## src/rtl/enemy_pkg.sv

```systemverilog
// Shared types and constants for the enemy spawn scheduler.
//
// Contents:
//   slot_state_e    - per-slot life state (idle, ready, alive, waiting to respawn)
//   spawn_side_e    - which screen edge a spawn enters from
//   SCREEN_W        - visible screen width in pixels
//   DEFAULT_*       - default spawn coordinates
//   LFSR_SEED       - reset value of the optional spawn-side LFSR
//   lfsr_next()     - one step of the 8-bit Fibonacci LFSR (taps 8,6,5,4)
package enemy_pkg;

    typedef enum logic [1:0] {
        SlotIdle  = 2'd0,
        SlotReady = 2'd1,
        SlotAlive = 2'd2,
        SlotWait  = 2'd3
    } slot_state_e;

    typedef enum logic {
        SideLeft  = 1'b0,
        SideRight = 1'b1
    } spawn_side_e;

    localparam int unsigned SCREEN_W        = 640;
    localparam int unsigned DEFAULT_LEFT_X  = 3;
    localparam int unsigned DEFAULT_RIGHT_X = SCREEN_W - 4;
    localparam int unsigned DEFAULT_SPAWN_Y = 380;

    localparam logic [7:0] LFSR_SEED = 8'hA5;

    // Shift toward the MSB; feedback from bits 8,6,5,4 (1-based) enters at bit 0.
    function automatic logic [7:0] lfsr_next(input logic [7:0] s);
        return {s[6:0], s[7] ^ s[5] ^ s[4] ^ s[3]};
    endfunction

endpackage

```

## src/rtl/enemy_spawn_sched_rr_arbiter.sv

```systemverilog
// Combinational round-robin arbiter.
//
// Picks the first asserted request at or after ptr, wrapping past N-1 to 0.
//
// Ports:
//   req         in   N     request vector
//   ptr         in   IdxW  highest-priority index this cycle (must be < N)
//   grant       out  N     one-hot grant (all zero when nothing requested)
//   grant_idx   out  IdxW  index of the granted request
//   grant_valid out  1     any request granted
module rr_arbiter #(
    parameter int unsigned N    = 4,
    parameter int unsigned IdxW = $clog2(N)
) (
    input  logic [N-1:0]    req,
    input  logic [IdxW-1:0] ptr,
    output logic [N-1:0]    grant,
    output logic [IdxW-1:0] grant_idx,
    output logic            grant_valid
);

    // Pass 0 scans [ptr, N-1]; pass 1 scans [0, N-1] and so covers the wrap.
    always_comb begin
        grant       = '0;
        grant_idx   = '0;
        grant_valid = 1'b0;
        for (int unsigned pass = 0; pass < 2; pass++) begin
            for (int unsigned i = 0; i < N; i++) begin
                if (!grant_valid && req[i] && (pass == 1 || i >= 32'(ptr))) begin
                    grant[i]    = 1'b1;
                    grant_idx   = IdxW'(i);
                    grant_valid = 1'b1;
                end
            end
        end
    end

endmodule

```

## src/rtl/enemy_spawn_sched.sv

```systemverilog
// Enemy spawn scheduler for a pool of walker instances.
//
// Tracks per-slot life state, caps how many enemies are alive at once, holds a
// slot off for RESPAWN_TICKS scheduler ticks after a kill, and round-robins
// ready slots onto one valid/ack spawn request channel.
//
// Build option: define SPAWN_LFSR_EN to choose the spawn side from an 8-bit
// LFSR (seed 8'hA5, advancing every frame_clk) instead of strict left/right
// alternation starting on the left.
//
// Ports:
//   frame_clk    in   1          clock
//   reset        in   1          asynchronous, active-high
//   is_start     in   1          title screen: hold every slot idle
//   kill_in      in   NUM_SLOTS  per-slot kill level from the enemy instances
//   spawn_ack    in   NUM_SLOTS  per-slot acceptance of the current request
//   spawn_valid  out  1          spawn request pending
//   spawn_slot   out  3          slot being spawned
//   spawn_x      out  10         spawn x position
//   spawn_y      out  10         spawn y position
//   slot_alive   out  NUM_SLOTS  per-slot alive flags
//   alive_count  out  4          number of slots alive
//   kill_count   out  8          saturating kill total
module enemy_spawn_sched
    import enemy_pkg::*;
#(
    parameter int unsigned NUM_SLOTS     = 4,
    parameter int unsigned MAX_ALIVE     = 3,
    parameter int unsigned TICK_DIV      = 4,
    parameter int unsigned RESPAWN_TICKS = 1000,
    parameter int unsigned LEFT_X        = DEFAULT_LEFT_X,
    parameter int unsigned RIGHT_X       = DEFAULT_RIGHT_X,
    parameter int unsigned SPAWN_Y       = DEFAULT_SPAWN_Y
) (
    input  logic                 frame_clk,
    input  logic                 reset,
    input  logic                 is_start,
    input  logic [NUM_SLOTS-1:0] kill_in,
    input  logic [NUM_SLOTS-1:0] spawn_ack,
    output logic                 spawn_valid,
    output logic [2:0]           spawn_slot,
    output logic [9:0]           spawn_x,
    output logic [9:0]           spawn_y,
    output logic [NUM_SLOTS-1:0] slot_alive,
    output logic [3:0]           alive_count,
    output logic [7:0]           kill_count
);

    localparam int unsigned TimerW = $clog2(RESPAWN_TICKS + 1) > 0 ?
                                     $clog2(RESPAWN_TICKS + 1) : 1;
    localparam int unsigned TickW  = $clog2(TICK_DIV + 1);

    slot_state_e          state_q [NUM_SLOTS];
    logic [TimerW-1:0]    timer_q [NUM_SLOTS];
    logic [NUM_SLOTS-1:0] kill_prev_q;
    logic [7:0]           kill_count_q, kill_count_d;
    logic [2:0]           rr_ptr_q;
    logic                 valid_q;
    logic [2:0]           slot_q;
    logic [NUM_SLOTS-1:0] grant_q;
    logic [9:0]           x_q, y_q;
    logic [TickW-1:0]     tick_cnt_q;

    logic [NUM_SLOTS-1:0] kill_edge, ready_vec, alive_vec, arb_grant;
    logic [2:0]           arb_idx, next_ptr;
    logic                 arb_valid, ack_hit, do_grant, tick;
    logic [3:0]           alive_cnt;
    spawn_side_e          side_sel;

    // ---------------------------------------------------------------- tick
    assign tick = (tick_cnt_q == TickW'(TICK_DIV - 1));

    always_ff @(posedge frame_clk or posedge reset) begin
        if (reset) begin
            tick_cnt_q <= '0;
        end else if (tick) begin
            tick_cnt_q <= '0;
        end else begin
            tick_cnt_q <= tick_cnt_q + 1'b1;
        end
    end

    // ------------------------------------------------------ slot summaries
    assign kill_edge = kill_in & ~kill_prev_q;

    always_comb begin
        ready_vec = '0;
        alive_vec = '0;
        alive_cnt = '0;
        for (int i = 0; i < NUM_SLOTS; i++) begin
            ready_vec[i] = (state_q[i] == SlotReady);
            alive_vec[i] = (state_q[i] == SlotAlive);
            alive_cnt    = alive_cnt + {3'b000, alive_vec[i]};
        end
    end

    // Only edges on currently alive slots count; several may land together.
    always_comb begin
        kill_count_d = kill_count_q;
        if (!is_start) begin
            for (int i = 0; i < NUM_SLOTS; i++) begin
                if (kill_edge[i] && alive_vec[i] && kill_count_d != 8'hFF) begin
                    kill_count_d = kill_count_d + 8'd1;
                end
            end
        end
    end

    // ------------------------------------------------------------- arbiter
    rr_arbiter #(
        .N    (NUM_SLOTS),
        .IdxW (3)
    ) u_arb (
        .req         (ready_vec),
        .ptr         (rr_ptr_q),
        .grant       (arb_grant),
        .grant_idx   (arb_idx),
        .grant_valid (arb_valid)
    );

    // grant_q remembers the one-hot of the pending request so acks on other
    // slots fall out of the mask.
    assign ack_hit  = valid_q && |(spawn_ack & grant_q);
    assign do_grant = !valid_q && !is_start && arb_valid && (alive_cnt < 4'(MAX_ALIVE));
    assign next_ptr = (32'(slot_q) >= NUM_SLOTS - 1) ? 3'd0 : slot_q + 3'd1;

    // --------------------------------------------------------- spawn side
`ifdef SPAWN_LFSR_EN
    logic [7:0] lfsr_q;

    always_ff @(posedge frame_clk or posedge reset) begin
        if (reset) begin
            lfsr_q <= LFSR_SEED;
        end else begin
            lfsr_q <= lfsr_next(lfsr_q);
        end
    end

    assign side_sel = spawn_side_e'(lfsr_q[0]);
`else
    spawn_side_e side_q;

    always_ff @(posedge frame_clk or posedge reset) begin
        if (reset) begin
            side_q <= SideLeft;
        end else if (do_grant) begin
            side_q <= (side_q == SideLeft) ? SideRight : SideLeft;
        end
    end

    assign side_sel = side_q;
`endif

    // ------------------------------------------- slot FSMs + spawn channel
    always_ff @(posedge frame_clk or posedge reset) begin
        if (reset) begin
            for (int i = 0; i < NUM_SLOTS; i++) begin
                state_q[i] <= SlotIdle;
                timer_q[i] <= '0;
            end
            kill_prev_q  <= '0;
            kill_count_q <= '0;
            rr_ptr_q     <= '0;
            valid_q      <= 1'b0;
            slot_q       <= '0;
            grant_q      <= '0;
            x_q          <= '0;
            y_q          <= '0;
        end else begin
            kill_prev_q  <= kill_in;
            kill_count_q <= kill_count_d;
            if (is_start) begin
                // Back to the title screen: abandon everything but the kill tally.
                for (int i = 0; i < NUM_SLOTS; i++) begin
                    state_q[i] <= SlotIdle;
                    timer_q[i] <= '0;
                end
                valid_q <= 1'b0;
                grant_q <= '0;
            end else begin
                for (int i = 0; i < NUM_SLOTS; i++) begin
                    case (state_q[i])
                        SlotIdle: state_q[i] <= SlotReady;
                        SlotReady: begin
                            if (ack_hit && grant_q[i]) begin
                                state_q[i] <= SlotAlive;
                            end
                        end
                        SlotAlive: begin
                            if (kill_edge[i]) begin
                                state_q[i] <= SlotWait;
                                timer_q[i] <= TimerW'(RESPAWN_TICKS);
                            end
                        end
                        SlotWait: begin
                            // The tick that would take the timer to zero releases the slot.
                            if (tick) begin
                                if (timer_q[i] <= TimerW'(1)) begin
                                    state_q[i] <= SlotReady;
                                    timer_q[i] <= '0;
                                end else begin
                                    timer_q[i] <= timer_q[i] - 1'b1;
                                end
                            end
                        end
                        default: state_q[i] <= SlotIdle;
                    endcase
                end

                if (ack_hit) begin
                    valid_q  <= 1'b0;
                    grant_q  <= '0;
                    rr_ptr_q <= next_ptr;
                end else if (do_grant) begin
                    valid_q <= 1'b1;
                    slot_q  <= arb_idx;
                    grant_q <= arb_grant;
                    x_q     <= (side_sel == SideRight) ? 10'(RIGHT_X) : 10'(LEFT_X);
                    y_q     <= 10'(SPAWN_Y);
                end
            end
        end
    end

    assign spawn_valid = valid_q;
    assign spawn_slot  = slot_q;
    assign spawn_x     = x_q;
    assign spawn_y     = y_q;
    assign slot_alive  = alive_vec;
    assign alive_count = alive_cnt;
    assign kill_count  = kill_count_q;

endmodule

```

## config.mk

```make
export PLATFORM = sky130hd
export DESIGN_NAME = enemy_spawn_sched
export DESIGN_NICKNAME = d
export VERILOG_FILES = /design/src/rtl/enemy_pkg.sv /design/src/rtl/enemy_spawn_sched_rr_arbiter.sv /design/src/rtl/enemy_spawn_sched.sv
export SDC_FILE = /design/constraint.sdc
export NUM_CORES = 1
export LEC_CHECK = 0
export ABC_AREA = 1
export CAP_MARGIN = 30
export CORE_MARGIN = 2
export CORE_UTILIZATION = 40
export DETAILED_ROUTE_END_ITERATION = 10
export PLACE_DENSITY = 0.69
export SYNTH_ARGS = -nofsm -noshare
export SYNTH_HDL_FRONTEND = slang
export SYNTH_SLANG_ARGS = --single-unit
```

## constraint.sdc

```tcl
create_clock -name frame_clk -period 4.75 [get_ports frame_clk]
set_clock_uncertainty 0.05 [all_clocks]
set_input_delay 0.7125 -clock frame_clk [delete_from_list [all_inputs] [get_ports frame_clk]]
set_output_delay 0.7125 -clock frame_clk [all_outputs]
set_load 0.02 [all_outputs]
```

Word level (Yosys, flattened, before mapping)
Index checks and enable logic that the tools add are counted.

Bits in registers: 86. Bits in latches: 0. Memory bits (writable): 0. Bits in read-only memories: 0. Bits of input ports: 11. Output and inout port bits: 40. Word-level logic and storage cells: 212. Memories: 0.

Add/subtract/negate cells: 13. Multiply operators: 0. Div/mod/pow operators: 0. Magnitude comparators: 10. Equal/unequal tests: 33. Shift-type cells: 0. Mux-type cells: 77. Bitwise operators: 5. Reduce and logical (&&, ||, !) cells: 56.

Operators by type and width (count): 10-bit two-way mux (13); 10-bit case mux with 2 select lines (4); 8-bit two-way mux (8); 3-bit != test, second input constant (16); 10-bit by 1-bit less-or-equal comparator with 1-bit output, second input constant (4); 40-bit two-way mux (1); 10-bit by 1-bit subtractor with 10-bit output, second input constant (4); 8-bit by 1-bit adder with 8-bit output, second input constant (4); 2-bit two-way mux (16); 8-bit != test, second input constant (4); 2-bit case mux with 4 select lines (4); 1-bit logical AND (27); 3-bit two-way mux (8); 1-bit two-way mux (20); 2-bit == test, second input constant (8); 4-bit AND reduction (4); 3-bit AND reduction (5); 3-bit nonzero test (5); 4-bit two-way mux (3); 1-bit logical NOT (9); 4-bit AND (2); 2-bit by 1-bit == test with 1-bit output, second input constant (4); 2-bit logical NOT (4); 3-bit by 1-bit adder with 3-bit output, second input constant (2); other kinds (12) (15).

Depth between registers and ports, before layout
Depth after elaboration: 32. Mapped depth: 29. Gate-level depth less buffers: 29.

By module
From an unflattened synthesis, not the netlist that was laid out.

Cell total of the unflattened synthesis: 839. Area total of the unflattened synthesis: 5876.9 um2.

Modules (own cells, without submodules): enemy_spawn_sched (instances 1, cells an instance 798, area each 5665.4 um2, seq. area each 1951.9 um2); rr_arbiter (instances 1, cells an instance 41, area each 211.5 um2, seq. area each 0.0 um2).

Least setup slack after synthesis
OpenSTA, ideal clock, no wires.

Kind: flip-flop to flip-flop. Start point: register kill_count_q[0] (netlist: kill_count[0]). End point: register kill_count_q[4] (netlist: kill_count[4]). Setup time: 117 ps. Arrival: 3503 ps. Required time: 4583 ps. Slack: 1080 ps. Cell stages (with the launch flop): 30. Buffers on the path: 1. Clock period less this slack: 3670 ps. Cells stage by stage: dfrtp_1 > ha_1 > nand2_2 > nor2_4 > nand2_4 > nand2_4 > nand2_1 > nand2_2 > ha_1 > nand3_1 > nor2_4 > nand3_4 > nand2_4 > nand2_1 > nand2_1 > ha_1 > nand3_2 > nor2_2 > nand3_4 > buf_6 > nand3_2 > nand2_1 > nor2_2 > nand2_2 > nor2_4 > nand2_1 > nand2_2 > nand2_1 > o21ai_1 > inv_1.

Longest elaborated chain between the ends: 15. Elaborated cells between the ends (all ways): 19. Those cells by class: add/sub: 4; eq/ne: 4; mux: 7; reduce/logical: 4.

RTL lines: from (decl) (line enemy_spawn_sched.sv:56) `logic [7:0] kill_count_q, kill_count_d;`; from (signal assigned) (line enemy_spawn_sched.sv:171) `kill_count_q <= kill_count_d;`; branches (longest 2 deep; another with 8-bit by 1-bit adder with 8-bit output); 8-bit two-way mux (*) (line enemy_spawn_sched.sv:102) `if (kill_edge[i] && alive_vec[i] && kill_count_d != 8'hFF) begin`; 8-bit two-way mux (*) (line enemy_spawn_sched.sv:100) `if (!is_start) begin`; branches (longest 2 deep; another with 8-bit by 1-bit adder with 8-bit output); 8-bit two-way mux (*) (line enemy_spawn_sched.sv:102); 8-bit two-way mux (*) (line enemy_spawn_sched.sv:100); branches (longest 2 deep; another with 8-bit by 1-bit adder with 8-bit output); 8-bit two-way mux (*) (line enemy_spawn_sched.sv:102); 8-bit two-way mux (*) (line enemy_spawn_sched.sv:100); branches (longest 2 deep; another with 8-bit by 1-bit adder with 8-bit output); 8-bit two-way mux (*) (line enemy_spawn_sched.sv:102).

Every way passes the cells marked *. The select of a mux whose other input is x is not followed. A chain may end at the register's enable or synchronous reset.

Worst setup path after layout
Start point: input kill_in[0]. End point: register kill_count_q[4] (netlist: kill_count[4]).

Longest elaborated chain between the ends: 16. Elaborated cells between the ends (all ways): 19. Those cells by class: add/sub: 3; eq/ne: 3; mux: 7; bitwise: 1; reduce/logical: 5.

RTL lines: from (decl) (line enemy_spawn_sched.sv:38) `input logic [NUM_SLOTS-1:0] kill_in,`; 4-bit AND (*) (line enemy_spawn_sched.sv:84) `assign kill_edge = kill_in & ~kill_prev_q;`; 1-bit logical AND (*) (2 in a row) (line enemy_spawn_sched.sv:102); 8-bit two-way mux (*) (line enemy_spawn_sched.sv:102); 8-bit two-way mux (*) (line enemy_spawn_sched.sv:100); branches (longest 2 deep; another with 8-bit by 1-bit adder with 8-bit output); 8-bit two-way mux (*) (line enemy_spawn_sched.sv:102); 8-bit two-way mux (*) (line enemy_spawn_sched.sv:100); branches (longest 2 deep; another with 8-bit by 1-bit adder with 8-bit output); 8-bit two-way mux (*) (line enemy_spawn_sched.sv:102); 8-bit two-way mux (*) (line enemy_spawn_sched.sv:100); branches (longest 2 deep; another with 8-bit by 1-bit adder with 8-bit output); 8-bit two-way mux (*) (line enemy_spawn_sched.sv:102).

Marked as above.

==> results.py <==
metrics = {
    "synthesis": {
        "synth_common_cells": "nand2_1, inv_1, dfrtp_1, nor2_1, nand3_1",
        "yosys-top-cells-area": "dfrtp_1, nand2_1, inv_1, ha_1, nand3_1",
        "synth_top_flop_cell": "dfrtp_1",
        "synth-xor-area-share": 0.03382,
        "synth_top_family_by_area": "simple AND/OR/NAND/NOR gates",
        "syn_area_um2": 5697,
        "synth_simple_gate_area_frac": 0.3183,
        "synthAdderAreaFrac": 0.07160,
        "avgSynthCellArea_um2": 7.202,
        "synth_top_area_cell": "dfrtp_1",
        "async_flop_share": 1.000,
        "synth.most_common_cell": "nand2_1",
        "ys_ff_latch": 76,
        "synth_top_area_share": 0.3338,
        "synth_cell_types": 45,
        "yosysSeqAreaShare": 0.3338,
        "syn_inst": 791,
        "yosys_warnings": 0,
        "synth_compound_area_frac": 0.1245,
        "muxShareOfSynthArea": 0,
        "synth_edf_count": 0,
    },
    "die": {
        "ioPinCount": 51,
        "row_count": 43,
        "die_x_um": 123.3,
        "dieHeight_um": 123.3,
        "fp.dieArea_um2": 15210,
        "core_area_um2": 13880,
        "start_util": 0.4104,
    },
    "critical_path": {
        "critPathRequiredTime_ns": 4.94,
        "critPathCaptureType": "flip-flop",
        "crit_fanout": 16,
        "start_kind": "input port",
        "r2r_cells": 27,
        "slowest_delay_ns": 0.51,
        "cp_common_cell": "nand2_1",
        "crit_type": "in2reg",
        "crit_arrival_ns": 4.36,
        "crit_slowest_cell": "clkdlybuf4s50_1",
    },
    "routing": {
        "drc": 0,
        "drt_iter0_markers": 332,
        "totalWireLength_um": 12960,
        "wl_per_cell_um": 12.77,
        "ant_nets": 0,
        "vias": 5113,
        "firstDrtPassIters": 5,
        "viasPerCell": 5.037,
    },
    "timing": {
        "hold_viol": 0,
        "fmax_ghz": 0.2397,
        "post-route-period-util": 0.8783,
        "setup_viol": 0,
        "maxSlewHeadroom": 0.5188,
        "worstMarginPinSlew_ns": 0.7191,
        "fin_crit_ns": 4.172,
        "tns_ns": 0,
        "rsz0062_at_grt": "false",
        "maxSlewViolCount": 0,
    },
    "placement": {
        "numPortBuffers": 42,
        "gp_congestion": 0.9058,
        "dpl.hpwl_um": 9922,
    },
    "global_routing": {
        "grt_overflow": 0,
        "grt_pass1_wl_um": 22330,
        "antenna_found_initial": 0,
        "grt_start_max_net_pins": 44,
        "grt_pass1_vias": 4856,
        "track_usage": 0.1859,
    },
    "pwr": {
        "p_int_mw": 2.021,
        "ir_worst_vdd_uv": 456.3,
        "p_leak_nw": 3.158,
        "p_clk_frac": 0.196,
        "p_switching_mw": 1.674,
        "switching_share": 0.4530,
        "total_power_mw": 3.694,
        "powerDensity_nw_per_um2": 562.1,
        "power_frac_comb": 0.507,
        "sequentialPowerShare": 0.297,
    },
    "clocking": {
        "cts_tree": "yes",
        "clk_pin_slew_ns": 0.06,
        "cts_sinks": 76,
        "clk_latency_ns": 0.35,
        "root_buffer": "clkbuf_16",
        "hold_buffers": 0,
        "cts_buffers": 9,
        "cts_setup_buffers": 0,
        "postCtsResizedCells": 0,
        "cts_buffer_depth": 2,
        "cts-htree-levels": 3,
    },
    "final_layout": {
        "filler_cell_count": 1420,
        "num-nets-final": 873,
        "area_growth_pct": 15.37,
        "n_antenna_cell": 0,
        "drive_gt1_frac": 0.08743,
    },
    "worst_hold_path": {
        "min_path_cells": 1,
        "hp-class": "reg2reg",
    },
    "job": {
        "maxCapViolations": 0,
    },
    "run_status": {
        "status": "finished, final reports clean",
    },
}
## worst max-delay path: cells and delay by family
| kind | cells | cell delay, ns |
|---|---|---|
| fa+ha+maj | 2 | 0.45 |
| buf+inv | 3 | 0.72 |
| compound gates | 1 | 0.08 |
| simple gates | 20 | 2.38 |
## cells in the final DEF, fill, tap and decap left out, drive strengths merged, types with 6 or more instances in the layout
cell / Yosys / routed
clkdlybuf4s50: 0 / 42
nor3: 19 / 19
nand4: 15 / 15
clkbuf: 7 / 13
conb: 1 / 8
nand2: 183 / 183
xor2: 19 / 19
o31ai: 10 / 10
nand3: 63 / 63
nor2: 91 / 91
a21oi: 32 / 32
o21ai: 39 / 39
dfrtp: 76 / 76
ha: 31 / 31
buf: 21 / 7
o22ai: 22 / 22
inv: 128 / 127
a31oi: 6 / 6
## per-stage QoR
step	instances	instance area (um2)	setup WS (ns)	hold slack, ns	utilization
after floorplan	798	5723	1.080	0.3586	-
after global placement	998	6231	0.3555	0.3786	0.4489
after detailed placement	999	6259	0.2291	0.3856	0.4509
after CTS	1015	6573	0.5880	0.3940	0.4735
after global routing	1015	6573	0.2017	0.4188	0.4735
final	1015	6573	0.5783	0.3898	0.4735
## registers in the layout, summed over array words and instances, names as in the netlist
name / cells
side_q: 1
rr_ptr_q: 2
tick_cnt_q: 3
spawn_slot: 2
state_q: 8
kill_prev_q: 4
grant_q: 4
timer_q: 40
kill_count: 8
spawn_y: 1
spawn_valid: 1
spawn_x: 2
## layout make-up
cell class,count,area [um2],area share
inverters,129,485.5,0.07386
clock buffers,13,270.3,0.04112
repair buffers,49,493.0,0.07500
well taps,180,225.2,0.03427
multi-input cells,565,3153,0.4797
clock inverters,3,43.79,0.006663
flip-flops and latches,76,1902,0.2894
## per-layer routing
metal	wire, um	global-route usage
met1	6144	0.2446
met5	0	0
met2	5843	0.2946
met3	727	0.04613
met4	248	0.07031
## kinds of logic (layout without fill, tap and decap cells)
group	count (synthesis)	in the layout
simple gates	381	381
compound gates	122	122
other cells	1	8
xor+xnor	22	22
flops	76	76
fa+ha+maj	32	32
buf+inv	157	194
## power by group through the flow
stage / logic, mW / registers (mW) / clock network, mW
after global placement: 1.85 / 1.10 / 0
after global routing: 2.13 / 1.14 / 0.773
after floorplan: 1.37 / 1.10 / 0
final: 1.87 / 1.10 / 0.726
after detailed placement: 1.86 / 1.10 / 0
after CTS: 1.87 / 1.10 / 0.750
## worst paths after layout
kind                       slack [ns]            end     startpoint
max                              0.58  kill_count[4]     kill_in[0]
min                              0.39  tick_cnt_q[0]  tick_cnt_q[0]
max reg2reg                      0.68  kill_count[4]     state_q[6]
min reg2reg                      0.39  tick_cnt_q[0]  tick_cnt_q[0]
max in group asynchronous        3.23    timer_q[34]          reset
min in group asynchronous        0.57    timer_q[28]          reset
No activity file was read; power rests on OpenSTA's default activity.
